## src/rtl/ssm2603_cfg_seq.sv

```systemverilog
`timescale 1ns/1ps
// SSM2603 power-up register loader: writes an 8-entry table over open-drain I2C, then enables playback.
// Build option `NACK_RETRY_EN: a NACKed entry is retried up to 3 times before the sequence errors out.
module ssm2603_cfg_seq #(
  parameter int unsigned CLK_DIV   = 184,
  parameter logic [6:0]  DEV_ADDR  = 7'h1A,
  parameter int unsigned DELAY_CYC = 73728,
  parameter int unsigned NUM_REGS  = 8
) (
  input  logic in_clk,
  input  logic in_rst,
  input  logic in_start,
  input  logic in_sda,
  output logic out_scl_oe,
  output logic out_sda_oe,
  output logic out_busy,
  output logic out_done,
  output logic out_err,
  output logic out_codec_en
);

  localparam int unsigned DIV_W  = (CLK_DIV > 1) ? $clog2(CLK_DIV) : 1;
  localparam int unsigned WAIT_W = (DELAY_CYC > 1) ? $clog2(DELAY_CYC) : 1;

  typedef enum logic [3:0] {
    S_IDLE, S_START, S_ADDR, S_ACK1, S_HI, S_ACK2, S_LO, S_ACK3,
    S_STOP, S_GAP, S_WAIT, S_FIN, S_ERR
  } state_t;

  state_t            state, state_n;
  logic [DIV_W-1:0]  div_cnt;
  logic [1:0]        phase;
  logic [2:0]        bit_cnt;
  logic [2:0]        idx;
  logic [WAIT_W-1:0] wait_cnt;
  logic              nack;
  logic              sda_meta, sda_s;
  logic              scl_c, sda_c;
  logic              q_end, slot_end, last_idx, can_retry;
  logic [15:0]       word;
  logic [7:0]        tx_byte;

  function automatic logic [15:0] reg_word(input logic [2:0] i);
    case (i)
      3'd0:    reg_word = 16'h1E00;
      3'd1:    reg_word = 16'h0C72;
      3'd2:    reg_word = 16'h0810;
      3'd3:    reg_word = 16'h0A00;
      3'd4:    reg_word = 16'h0E09;
      3'd5:    reg_word = 16'h1000;
      3'd6:    reg_word = 16'h1201;
      default: reg_word = 16'h0C62;
    endcase
  endfunction

  assign q_end    = (div_cnt == DIV_W'(CLK_DIV - 1));
  assign slot_end = q_end && (phase == 2'd3);
  assign last_idx = (idx == 3'(NUM_REGS - 1));

`ifdef NACK_RETRY_EN
  logic [1:0] retry_cnt;

  always_ff @(posedge in_clk or posedge in_rst) begin
    if (in_rst)
      retry_cnt <= '0;
    else if (state == S_IDLE)
      retry_cnt <= '0;
    else if (state == S_GAP && slot_end)
      retry_cnt <= nack ? retry_cnt + 2'd1 : 2'd0;
  end

  always_comb can_retry = (retry_cnt != 2'd3);
`else
  always_comb can_retry = 1'b0;
`endif

  always_ff @(posedge in_clk or posedge in_rst) begin
    if (in_rst) state <= S_IDLE;
    else        state <= state_n;
  end

  always_comb begin
    state_n = state;
    scl_c   = 1'b0;
    sda_c   = 1'b0;
    word    = reg_word(idx);
    case (state)
      S_ADDR:  tx_byte = {DEV_ADDR, 1'b0};
      S_HI:    tx_byte = word[15:8];
      default: tx_byte = word[7:0];
    endcase

    case (state)
      S_IDLE: if (in_start) state_n = S_START;
      // SDA falls in phase 1 with SCL still released; SCL is pulled from phase 2 on.
      S_START: begin
        scl_c = (phase >= 2'd2);
        sda_c = (phase >= 2'd1);
        if (slot_end) state_n = S_ADDR;
      end
      S_ADDR, S_HI, S_LO: begin
        scl_c = (phase == 2'd0) || (phase == 2'd3);
        sda_c = ~tx_byte[3'd7 - bit_cnt];
        if (slot_end && bit_cnt == 3'd7) begin
          case (state)
            S_ADDR:  state_n = S_ACK1;
            S_HI:    state_n = S_ACK2;
            default: state_n = S_ACK3;
          endcase
        end
      end
      S_ACK1, S_ACK2, S_ACK3: begin
        scl_c = (phase == 2'd0) || (phase == 2'd3);
        if (slot_end) begin
          if (nack)                state_n = S_STOP;
          else if (state == S_ACK1) state_n = S_HI;
          else if (state == S_ACK2) state_n = S_LO;
          else                      state_n = S_STOP;
        end
      end
      // SDA held low through the SCL rise, released in phase 2.
      S_STOP: begin
        scl_c = (phase == 2'd0);
        sda_c = (phase <= 2'd1);
        if (slot_end) state_n = (nack && !can_retry) ? S_ERR : S_GAP;
      end
      S_GAP: begin
        if (slot_end) begin
          if (nack)                 state_n = S_START;
          else if (last_idx)        state_n = S_FIN;
          else if (idx == 3'd5)     state_n = S_WAIT;
          else                      state_n = S_START;
        end
      end
      S_WAIT: if (wait_cnt == WAIT_W'(DELAY_CYC - 1)) state_n = S_START;
      S_FIN:   state_n = S_IDLE;
      S_ERR:   state_n = S_IDLE;
      default: state_n = S_IDLE;
    endcase
  end

  always_ff @(posedge in_clk or posedge in_rst) begin
    if (in_rst) begin
      div_cnt      <= '0;
      phase        <= '0;
      bit_cnt      <= '0;
      idx          <= '0;
      wait_cnt     <= '0;
      nack         <= 1'b0;
      sda_meta     <= 1'b1;
      sda_s        <= 1'b1;
      out_scl_oe   <= 1'b0;
      out_sda_oe   <= 1'b0;
      out_busy     <= 1'b0;
      out_done     <= 1'b0;
      out_err      <= 1'b0;
      out_codec_en <= 1'b0;
    end else begin
      out_scl_oe <= scl_c;
      out_sda_oe <= sda_c;
      sda_meta   <= in_sda;
      sda_s      <= sda_meta;

      if (state_n != state) begin
        div_cnt <= '0;
        phase   <= '0;
        bit_cnt <= '0;
      end else if (q_end) begin
        div_cnt <= '0;
        phase   <= phase + 2'd1;
        if (phase == 2'd3) bit_cnt <= bit_cnt + 3'd1;
      end else begin
        div_cnt <= div_cnt + DIV_W'(1);
      end

      wait_cnt <= (state == S_WAIT) ? wait_cnt + WAIT_W'(1) : '0;

      if (state_n == S_START && state != S_START)
        nack <= 1'b0;
      else if ((state == S_ACK1 || state == S_ACK2 || state == S_ACK3) &&
               q_end && phase == 2'd1 && sda_s)
        nack <= 1'b1;

      if (state == S_IDLE && in_start) begin
        out_busy     <= 1'b1;
        out_done     <= 1'b0;
        out_err      <= 1'b0;
        out_codec_en <= 1'b0;
        idx          <= '0;
      end

      if (state == S_GAP && slot_end && !nack && !last_idx)
        idx <= idx + 3'd1;

      if (state == S_FIN) begin
        out_busy     <= 1'b0;
        out_done     <= 1'b1;
        out_codec_en <= 1'b1;
      end

      if (state == S_ERR) begin
        out_busy <= 1'b0;
        out_err  <= 1'b1;
      end
    end
  end

endmodule

```

## config.mk

```make
export PLATFORM = sky130hd
export DESIGN_NAME = ssm2603_cfg_seq
export DESIGN_NICKNAME = d
export VERILOG_FILES = /design/src/rtl/ssm2603_cfg_seq.sv
export SDC_FILE = /design/constraint.sdc
export NUM_CORES = 1
export LEC_CHECK = 0
export ABC_CLOCK_PERIOD_IN_PS = 2800
export CAP_MARGIN = 20
export CORE_ASPECT_RATIO = 1.1
export CORE_MARGIN = 2
export CORE_UTILIZATION = 35
export DETAILED_ROUTE_END_ITERATION = 7
export PLACE_DENSITY = 0.49
export RECOVER_POWER = 50
export SLEW_MARGIN = 20
export SYNTH_ARGS = -nofsm -noshare
export SYNTH_HDL_FRONTEND = slang
export SYNTH_SLANG_ARGS = --single-unit
```

## constraint.sdc

```tcl
create_clock -name in_clk -period 2.8 [get_ports in_clk]
set_input_delay 0.56 -clock in_clk [delete_from_list [all_inputs] [get_ports in_clk]]
set_output_delay 0.56 -clock in_clk [all_outputs]
set_load 0.01 [all_outputs]
```

# Word-level counts from Yosys, hierarchy flattened
# Index checks and enable logic that the tools add are counted.
# totals
input_bits,4
wordCells,121
ff_bits,45
out_inout_bits,6
# op_classes
addsub,6
n_bitwise,1
mux,40
n_eq_ne,27
reduce_logical,29
magnitude_cmp,4
# ops
operator,n
$pmux W13 S7,1
$mux W4,13
$pmux W4 S7,1
$eq A4 B4 Y1 const B,5
$mux W3,6
$add A17 B1 Y17 const B,1
$eq A17 B17 Y1 const B,1
$mux W17,1
$eq A4 B3 Y1 const B,4
$mux W8,2
$pmux W8 S2,1
$eq A3 B3 Y1 const B,5
$reduce_bool A2 Y1,6
$logic_and A1 B1 Y1,10
$mux W1,9
$add A8 B1 Y8 const B,1
$eq A4 B1 Y1 const B,2
$eq A4 B2 Y1 const B,2
$eq A8 B8 Y1 const B,1
$add A3 B1 Y3 const B,2
$eq A3 B2 Y1 const B,2
$pmux W1 S3,2
$pmux W3 S2,1
$reduce_or A3 Y1,2
other kinds (22),26

# Logic depth before layout (Yosys ltp)
# Gate-level depths: netlist (run 1).
# logic_depth
word_depth,9
depth_mapped,8
mapped_depth_nobuf,7

# Worst setup path before layout (run 1)
# Ideal clock, no wire load.
# synth_timing
path_type,register -> register
startpoint,register idx[0]
endpoint,register out_sda_oe
setup_ns,0.136
path_buffers,0
arrival_ns,2.006
setup_slack_ns,0.658
required_ns,2.664
synth_period_minus_slack_ns,2.142
path_stages_with_launch,8
path_cell_list,dfrtp_1 inv_1 ha_1 or4b_2 nand3_1 a211oi_1 o311ai_0 o211ai_1
# synth_via
elab_chain_len,7
word_cells_on_any_way,13
classes_between,6 x eq/ne; 5 x mux; 1 x bitwise; 1 x reduce/logical
# synth_rtl
element,line_no,rtl
"start, declared",34,logic [2:0] idx;
"start signal, assigned",193,idx <= idx + 3'd1;
$eq A3 B3 Y1 (tied with other cells),44,case (i)
$pmux W13 S7 (*),44,
$pmux W8 S2 (*),87,case (state)
$bmux W1 S3 (*),103,sda_c = ~tx_byte[3'd7 - bit_cnt];
$mux W1 (not written as such) (*),103,
$not A1 Y1 (*),103,
$pmux W1 S3 (*),93,case (state)
named net sda_c,38,"logic scl_c, sda_c;"
"end signal, assigned",153,out_sda_oe <= 1'b0;
"end signal, assigned",160,out_sda_oe <= sda_c;
"end, declared",15,"output logic out_sda_oe,"
# Mark *: on every way through the listed nets, which the timed path passes. The rest lies on a longest branch. The select of a mux whose other input is x is not followed.
# A chain may end at the register's enable or synchronous reset.

# Worst setup path in the final report (run 1)
# Ends and elaborated chain as after synthesis.

==> metrics.md, run 1 <==
| Metric | Value |
|---|---|
| Core Box Area | `8320 um^2` |
| Global placement routability congestion | `0.820` |
| Ratio of cells with drive above 1 in the final layout | `10.9%` |
| End point of the worst hold path | `sda_s` |
| Clock power share | `37.7%` |
| TritonCTS clock tree | `built` |
| Largest net degree at the start of global routing | `46` |
| R2R cell count | `7` |
| First-pass GRT wire length | `11700 um` |
| Maximum number of buffers from clock root to sink | `2` |
| Fraction of registers with async set or reset after synthesis | `100%` |
| Average footprint of a synthesized cell | `9.11 um^2` |
| DRT antenna net count | `0` |
| GRT Util Overall | `15.8%` |
| Initial DRT Pass Iterations | `4` |
| Critical path data required time | `2.97 ns` |
| Hold path start | `sda_meta` |
| Post-synth cell types | `68` |
| Fraction of power spent switching nets | `22.8%` |
| Via count of the first global-routing pass | `2331` |
| Run status | `finished, final reports clean` |
| Startpoint class of the critical path | `flip-flop` |
| Number of vias per cell after detailed routing | `5.31` |
| H-tree level count | `2` |
| Number of port buffers | `9` |
| Mapped Nets | `347` |
| Summed instance area of the synthesized netlist | `2990 um^2` |
| Portion of the post-synthesis area used by sequential elements | `37.8%` |
| Number of nets in the layout | `357` |
| Worst min-delay path category | `flip-flop to flip-flop` |
| Maximum clock frequency | `420 MHz` |
| Setup slack on the worst flop-to-flop path | `0.42 ns` |
| Total power per unit cell area | `327 nW/um^2` |
| Worst-case clock skew | `0.0152 ns` |
| Arr. time, crit path | `2.55 ns` |
| Number of clock sinks | `45` |
| Sum of routed wire length over all layers | `6720 um` |
| Number of violations reported at the end of detailed-routing iteration 0 | `156` |
| Dpl cell area | `3210 um^2` |
| RSZ-0062 raised after global routing | `false` |
| Most frequently used flop master after synthesis | `dfrtp_1` |
| Worst slack at placement | `0.397 ns` |
| Post-CTS Setup Inserts | `0` |
| Min cycle time layout | `2.38 ns` |
| Cells after synthesis | `328` |
| Relative slew slack | `25.3%` |
| Number of primary I/O pins | `10` |
| Worst-Margin Slew | `1.12 ns` |
| Logic pwr share | `1.7%` |
| Cell with the largest stage delay on the worst path | `or4b_2` |
| Final setup violation count | `0` |
| DRC Markers | `0` |
| Sequential share of power | `60.5%` |
| Final setup slack of the worst path | `0.419 ns` |
| Post-CTS sizing | `0` |
| Hold-fix buffer count after cts | `0` |
| Startpoint of the lowest-slack register-to-register path | `idx[0]` |
| Starting Density | `35.9%` |
| Height of the die | `101 um` |
| Post-CTS clock slew at the launch and capture registers of the worst setup and hold paths | `0.09 ns` |
| Fin Setup TNS | `0 ns` |
| Switching Power | `245 uW` |
| Count of cells along the worst hold path | `0` |
| Count of vias placed by the detailed router | `2391` |
| Library cell used as clock root buffer | `clkbuf_8` |
| Number of enable-type register cells in the synthesized netlist | `0` |
| Post-route fraction of the period consumed by the critical path | `85.0%` |
| Final standard cell utilization of the core | `39.6%` |
| HPWL after detailed placement | `4830 um` |
| Post-synthesis sequential element count | `45` |
| VDD IR max | `0.000195 V` |
| Chip Width | `92.1 um` |
| Internal Dissipation | `833 uW` |
| Max FO, Critical Path | `5` |
| Number of cell rows | `35` |
| Worst Setup End Kind | `flip-flop` |
| Endpoint of the lowest-slack register-to-register path | `out_sda_oe` |
| Yosys warns | `0` |
| Number of failing hold endpoints at the final stage | `0` |
| Antenna fix cells | `0` |
| Max-slew violation count | `0` |
| Static leakage | `0.00125 uW` |
| Antenna violations before repair | `0` |
| Layout Area Growth over Synthesis | `10.2%` |
| Clock latency on the worst-skew pair | `0.31 ns` |
| Final cell count without fillers | `450` |
| CP cell instances | `inv_1 > ha_1 > or4b_2 > nand3_1 > a211oi_1 > o311ai_0 > o211ai_1` |
| Slowest cell delay on critical path | `0.72 ns` |
| Area of the die | `9290 um^2` |
| Max-cap check violation count | `0` |
| Dpl cells | `442` |
| Classification of the worst setup path | `flip-flop to flip-flop` |
| Total overflow reported by the global router | `0` |
| Clock buffer count from CTS | `5` |
| Design area | `3290 um^2` |
| Routed length per placed instance | `14.9 um` |
## synthesized netlist by cell type, drive strengths merged (3+ instances only)
| cell | number | area (um^2) |
|---|---|---|
| nor4 | 14 | 100 |
| o21ai | 13 | 65.1 |
| o311ai | 4 | 35.0 |
| a211oi | 4 | 30.0 |
| nor2 | 36 | 145 |
| o21a | 3 | 22.5 |
| xor2 | 14 | 123 |
| ha | 15 | 188 |
| a21oi | 17 | 88.8 |
| inv | 13 | 48.8 |
| nand2b | 7 | 51.3 |
| nor2b | 4 | 25.0 |
| nand3 | 19 | 95.1 |
| clkbuf | 4 | 16.3 |
| nand4bb | 3 | 50.1 |
| dfrtp | 43 | 1080 |
| nand2 | 26 | 97.6 |
| nor3 | 13 | 70.1 |
| or3b | 3 | 26.3 |
| buf | 12 | 67.6 |
| nand4 | 5 | 37.5 |
| a31oi | 3 | 25.0 |
| nand3b | 3 | 22.5 |
| xnor2 | 10 | 87.6 |
## worst max-delay path, delay by kind of cell, from the launching register on
| kind | cells | cell delay, ns |
|---|---|---|
| compound gates | 3 | 0.59 |
| fa+ha+maj | 1 | 0.25 |
| buf+inv | 1 | 0.10 |
| flops | 1 | 0.43 |
| simple gates | 2 | 0.87 |
## per-layer routing
layer,up-vias,global-route usage [%],wire [um],share of wire [%]
met5,-,0,0,0
met4,0,5.28,80,1.2
met3,8,2.54,134,2.0
met2,31,26.9,3310,49
met1,1153,20.4,3190,48
li1,1199,-,-,-
## layout by cell type, fill, tap and decap left out, drive strengths merged, types with 3 or more instances in the layout
cell type       n
a211oi          4
nand2b          7
xnor2          10
nor2           36
xor2           14
nand4           5
nand4bb         3
o21a            3
clkbuf          7
or3b            3
o21ai          13
a21oi          17
ha             15
nand3b          3
inv            12
buf             9
nand2          26
dfrtp          43
nor2b           4
a31oi           3
nand3          19
clkdlybuf4s50   7
o311ai          4
nor4           14
nor3           13
## registers in the layout, summed over array words and instances (netlist names), 2 cells and up
| register | cells |
|---|---|
| div_cnt | 8 |
| phase | 2 |
| state | 4 |
| bit_cnt | 3 |
| wait_cnt | 17 |
| idx | 3 |
## cell families (layout without fill, tap and decap cells)
group	count (synthesis)	after routing	share of synthesized area, %
simple gates	152	152	29.4
xor+xnor	24	24	7.04
fa+ha+maj	15	15	6.28
mux	2	2	0.670
buf+inv	29	40	4.44
flops	45	45	37.8
compound gates	61	61	14.4
## power groups by stage
| stage | clock (uW) | sequential, uW | combinational (uW) |
|---|---|---|---|
| 2_1_floorplan | 0 | 665 | 11.0 |
| 3_3_place_gp | 0 | 665 | 21.7 |
| 3_5_place_dp | 0 | 665 | 21.5 |
| 4_1_cts | 427 | 652 | 21.7 |
| 5_1_grt | 459 | 653 | 23.3 |
| 6_report | 407 | 653 | 18.8 |
## stage by stage
stage	hold slack, ns	total power, uW
after global routing	0.363	1140
after floorplan	0.345	676
final	0.358	1080
after global placement	0.345	687
after CTS	0.359	1100
after detailed placement	0.347	687
## worst max-delay path by stage
stage / startpoint / to / depth (start not counted)
after floorplan: idx[0] / out_sda_oe / 7
after global placement: in_start / bit_cnt[1] / 7
after detailed placement: in_start / bit_cnt[1] / 7
after CTS: idx[0] / out_sda_oe / 7
after global routing: idx[0] / bit_cnt[1] / 7
final: idx[0] / out_sda_oe / 7
## layout make-up
cell class,count,area (um^2)
fill,841,5030
multi-input combinational,254,1730
timing repair buffer,19,163
clock buffer,6,72.6
inverter,13,48.8
clock inverter,2,15.0
tap,111,139
sequential,45,1130
(Power assumes the default switching activity.)
==> run 2, diff against run 1 <==
--- a/config.mk
+++ b/config.mk
@@ -9,9 +9,9 @@
 export CAP_MARGIN = 20
 export CORE_ASPECT_RATIO = 1.1
 export CORE_MARGIN = 2
-export CORE_UTILIZATION = 35
+export CORE_UTILIZATION = 40
 export DETAILED_ROUTE_END_ITERATION = 7
-export PLACE_DENSITY = 0.49
+export PLACE_DENSITY = 0.55
 export RECOVER_POWER = 50
 export SLEW_MARGIN = 20
 export SYNTH_ARGS = -nofsm -noshare
==> run 2 against run 1 <==
Via count grew 0.67%. Clock skew shrank 0.0021 ns. Global-route usage grew 1.8 points. First-iteration DRC count shrank 5.8%. Worst setup slack gained 0.017 ns. Core utilization grew 4.8 points. Final area shrank 1.0%. Cell count shrank 5.3%. Worst hold slack is essentially flat. Wire length shrank 2.2%. Clock-buffer cell count is the same. Critical path type unchanged. Largest power group unchanged. Highest routed layer unchanged.
==> metrics.md, run 2 (synthesized netlist as in run 1, its figures left out) <==
| Metric | Value |
|---|---|
| Design area | `3260 um^2 (was 3290 um^2)` |
| DRT antenna net count | `0 (unchanged)` |
| Number of clock sinks | `45 (unchanged)` |
| Hold-fix buffer count after cts | `0 (unchanged)` |
| Switching Power | `249 uW (was 245 uW)` |
| Leading cell type in the layout, fill and taps excluded | `dfrtp_1 (unchanged)` |
| Post-CTS Setup Inserts | `0 (unchanged)` |
| TritonCTS clock tree | `built (unchanged)` |
| Max-cap check violation count | `0 (unchanged)` |
| Total overflow reported by the global router | `0 (unchanged)` |
| VDD IR max | `0.000155 V (was 0.000195 V)` |
| Final setup slack of the worst path | `0.436 ns (was 0.419 ns)` |
| Count of fill cells added during filler insertion | `721 (was 841)` |
| Via count of the first global-routing pass | `2340 (was 2331)` |
| Global placement routability congestion | `0.830 (was 0.820)` |
| First-pass GRT wire length | `11400 um (was 11700 um)` |
| Clock power share | `39.3% (was 37.7%)` |
| Max-slew violation count | `0 (unchanged)` |
| Logic pwr share | `1.7% (about the same)` |
| Ratio of cells with drive above 1 in the final layout | `10.3% (was 10.9%)` |
| Post-CTS sizing | `0 (unchanged)` |
| Static leakage | `0.00125 uW (about the same)` |
| Cell with the largest stage delay on the worst path | `or4b_2 (unchanged)` |
| Worst slack at placement | `0.434 ns (was 0.397 ns)` |
| Max FO, Critical Path | `5 (unchanged)` |
| Routed length per placed instance | `15.4 um (was 14.9 um)` |
| Area of the die | `8180 um^2 (was 9290 um^2)` |
| Count of vias placed by the detailed router | `2407 (was 2391)` |
| Antenna fix cells | `0 (unchanged)` |
| Final setup violation count | `0 (unchanged)` |
| Largest registers ranked by flip-flop count | `wait_cnt: 17 flops, div_cnt: 8 flops, state: 4 flops (unchanged)` |
| Final standard cell utilization of the core | `44.3% (was 39.6%)` |
| Commonest cells after routing, fill and taps aside | `43 x dfrtp_1, 34 x nor2_1, 26 x nand2_1, 19 x nand3_1, 16 x a21oi_1 (unchanged)` |
| Startpoint class of the critical path | `flip-flop (unchanged)` |
| Maximum number of buffers from clock root to sink | `2 (unchanged)` |
| Number of flip-flops under the largest register name | `17 (unchanged)` |
| Library cell used as clock root buffer | `clkbuf_8 (unchanged)` |
| Number of cell rows | `33 (was 35)` |
| Classification of the worst setup path | `flip-flop to flip-flop (unchanged)` |
| Run status | `finished, final reports clean (unchanged)` |
| Number of failing hold endpoints at the final stage | `0 (unchanged)` |
| Dpl cells | `418 (was 442)` |
| Starting Density | `40.7% (was 35.9%)` |
| CP cell instances | `inv_1 > ha_1 > or4b_2 > nand3_1 > a211oi_1 > o311ai_0 > o211ai_1 (unchanged)` |
| Clock latency on the worst-skew pair | `0.31 ns (about the same)` |
| Layout Area Growth over Synthesis | `9.09% (was 10.2%)` |
| Core Box Area | `7350 um^2 (was 8320 um^2)` |
| Final cell count without fillers | `426 (was 450)` |
| Height of the die | `94.6 um (was 101 um)` |
| Worst-Margin Slew | `0.919 ns (was 1.12 ns)` |
| Fin Setup TNS | `0 ns (unchanged)` |
| Number of nets in the layout | `357 (unchanged)` |
| Post-route fraction of the period consumed by the critical path | `84.4% (was 85.0%)` |
| DRC Markers | `0 (unchanged)` |
| Post-CTS clock slew at the launch and capture registers of the worst setup and hold paths | `0.09 ns (about the same)` |
| Chip Width | `86.4 um (was 92.1 um)` |
| Arr. time, crit path | `2.54 ns (was 2.55 ns)` |
| Number of violations reported at the end of detailed-routing iteration 0 | `147 (was 156)` |
| GRT Util Overall | `17.6% (was 15.8%)` |
| Fraction of power spent switching nets | `22.5% (was 22.8%)` |
| Clock buffer count from CTS | `5 (unchanged)` |
| Sum of routed wire length over all layers | `6570 um (was 6720 um)` |
| Largest net degree at the start of global routing | `26 (was 46)` |
| H-tree level count | `2 (unchanged)` |
| HPWL after detailed placement | `4800 um (was 4830 um)` |
| Register with the most flip-flops | `wait_cnt (unchanged)` |
| Initial DRT Pass Iterations | `4 (unchanged)` |
| Worst min-delay path category | `flip-flop to flip-flop (unchanged)` |
| Total power per unit cell area | `339 nW/um^2 (was 327 nW/um^2)` |
| Number of vias per cell after detailed routing | `5.65 (was 5.31)` |
| Worst Setup End Kind | `flip-flop (unchanged)` |
| Sequential share of power | `59.0% (was 60.5%)` |
| Slowest cell delay on critical path | `0.72 ns (about the same)` |
| Critical path data required time | `2.98 ns (was 2.97 ns)` |
| Min cycle time layout | `2.36 ns (was 2.38 ns)` |
| Antenna violations before repair | `0 (unchanged)` |
| Number of port buffers | `9 (unchanged)` |
| Internal Dissipation | `857 uW (was 833 uW)` |
| RSZ-0062 raised after global routing | `false (unchanged)` |
| Worst-case clock skew | `0.0131 ns (was 0.0152 ns)` |
| Relative slew slack | `38.6% (was 25.3%)` |
| Number of primary I/O pins | `10 (unchanged)` |
| Dpl cell area | `3180 um^2 (was 3210 um^2)` |
| Maximum clock frequency | `423 MHz (was 420 MHz)` |
-- run 2: worst paths after layout --
| check | end | slack, ns | cells past startpoint | start |
|---|---|---|---|---|
| worst min-delay path | sda_s | 0.36 | 0 | sda_meta |
| worst max-delay path | out_sda_oe | 0.44 | 7 | idx[0] |
| worst max register to register | out_sda_oe | 0.44 | 7 | idx[0] |
| worst min register to register | sda_s | 0.36 | 0 | sda_meta |
| min in group asynchronous | wait_cnt[2] | 0.88 | 2 | in_rst |
| max in group asynchronous | phase[0] | 0.79 | 3 | in_rst |
-- run 2: worst max-delay path: cells and delay by family, from the launching register on --
| family | cells | cell delay (ns) |
|---|---|---|
| adder cells (fa/ha/maj) | 1 | 0.25 |
| buffers and inverters | 1 | 0.10 |
| AO/OA/AOI/OAI | 3 | 0.57 |
| flip-flops | 1 | 0.43 |
| AND/OR/NAND/NOR | 2 | 0.88 |
-- run 2: metal layers --
| metal | track usage [%] | share of wire, % |
|---|---|---|
| met1 | 23.0 | 45 |
| met5 | 0 | 0 |
| met4 | 5.86 | 1.8 |
| met2 | 29.4 | 51 |
| met3 | 3.15 | 2.5 |
-- run 2: area by class of cell --
type	count	area (um^2)	area share (%)
timing repair buffer	19	158	4.84
clock inverter	2	13.8	0.422
clock buffer	6	82.6	2.53
inverter	13	48.8	1.50
sequential	45	1130	34.6
multi-input combinational	254	1720	52.7
tap	87	109	3.34
-- run 2: power groups by stage --
stage               Sequential (uW)  Combinational [uW]  Clock (uW)
floorplan                       665                11.0           0
global placement                665                22.4           0
detailed placement              665                22.8           0
CTS                             652                22.9         452
global route                    653                22.8         472
finish                          652                19.1         434
-- run 2: metrics by stage --
| step | hold slack, ns | power (uW) |
|---|---|---|
| floorplan | 0.345 | 676 |
| global placement | 0.347 | 688 |
| detailed placement | 0.347 | 688 |
| CTS | 0.360 | 1130 |
| global route | 0.373 | 1150 |
| finish | 0.358 | 1110 |
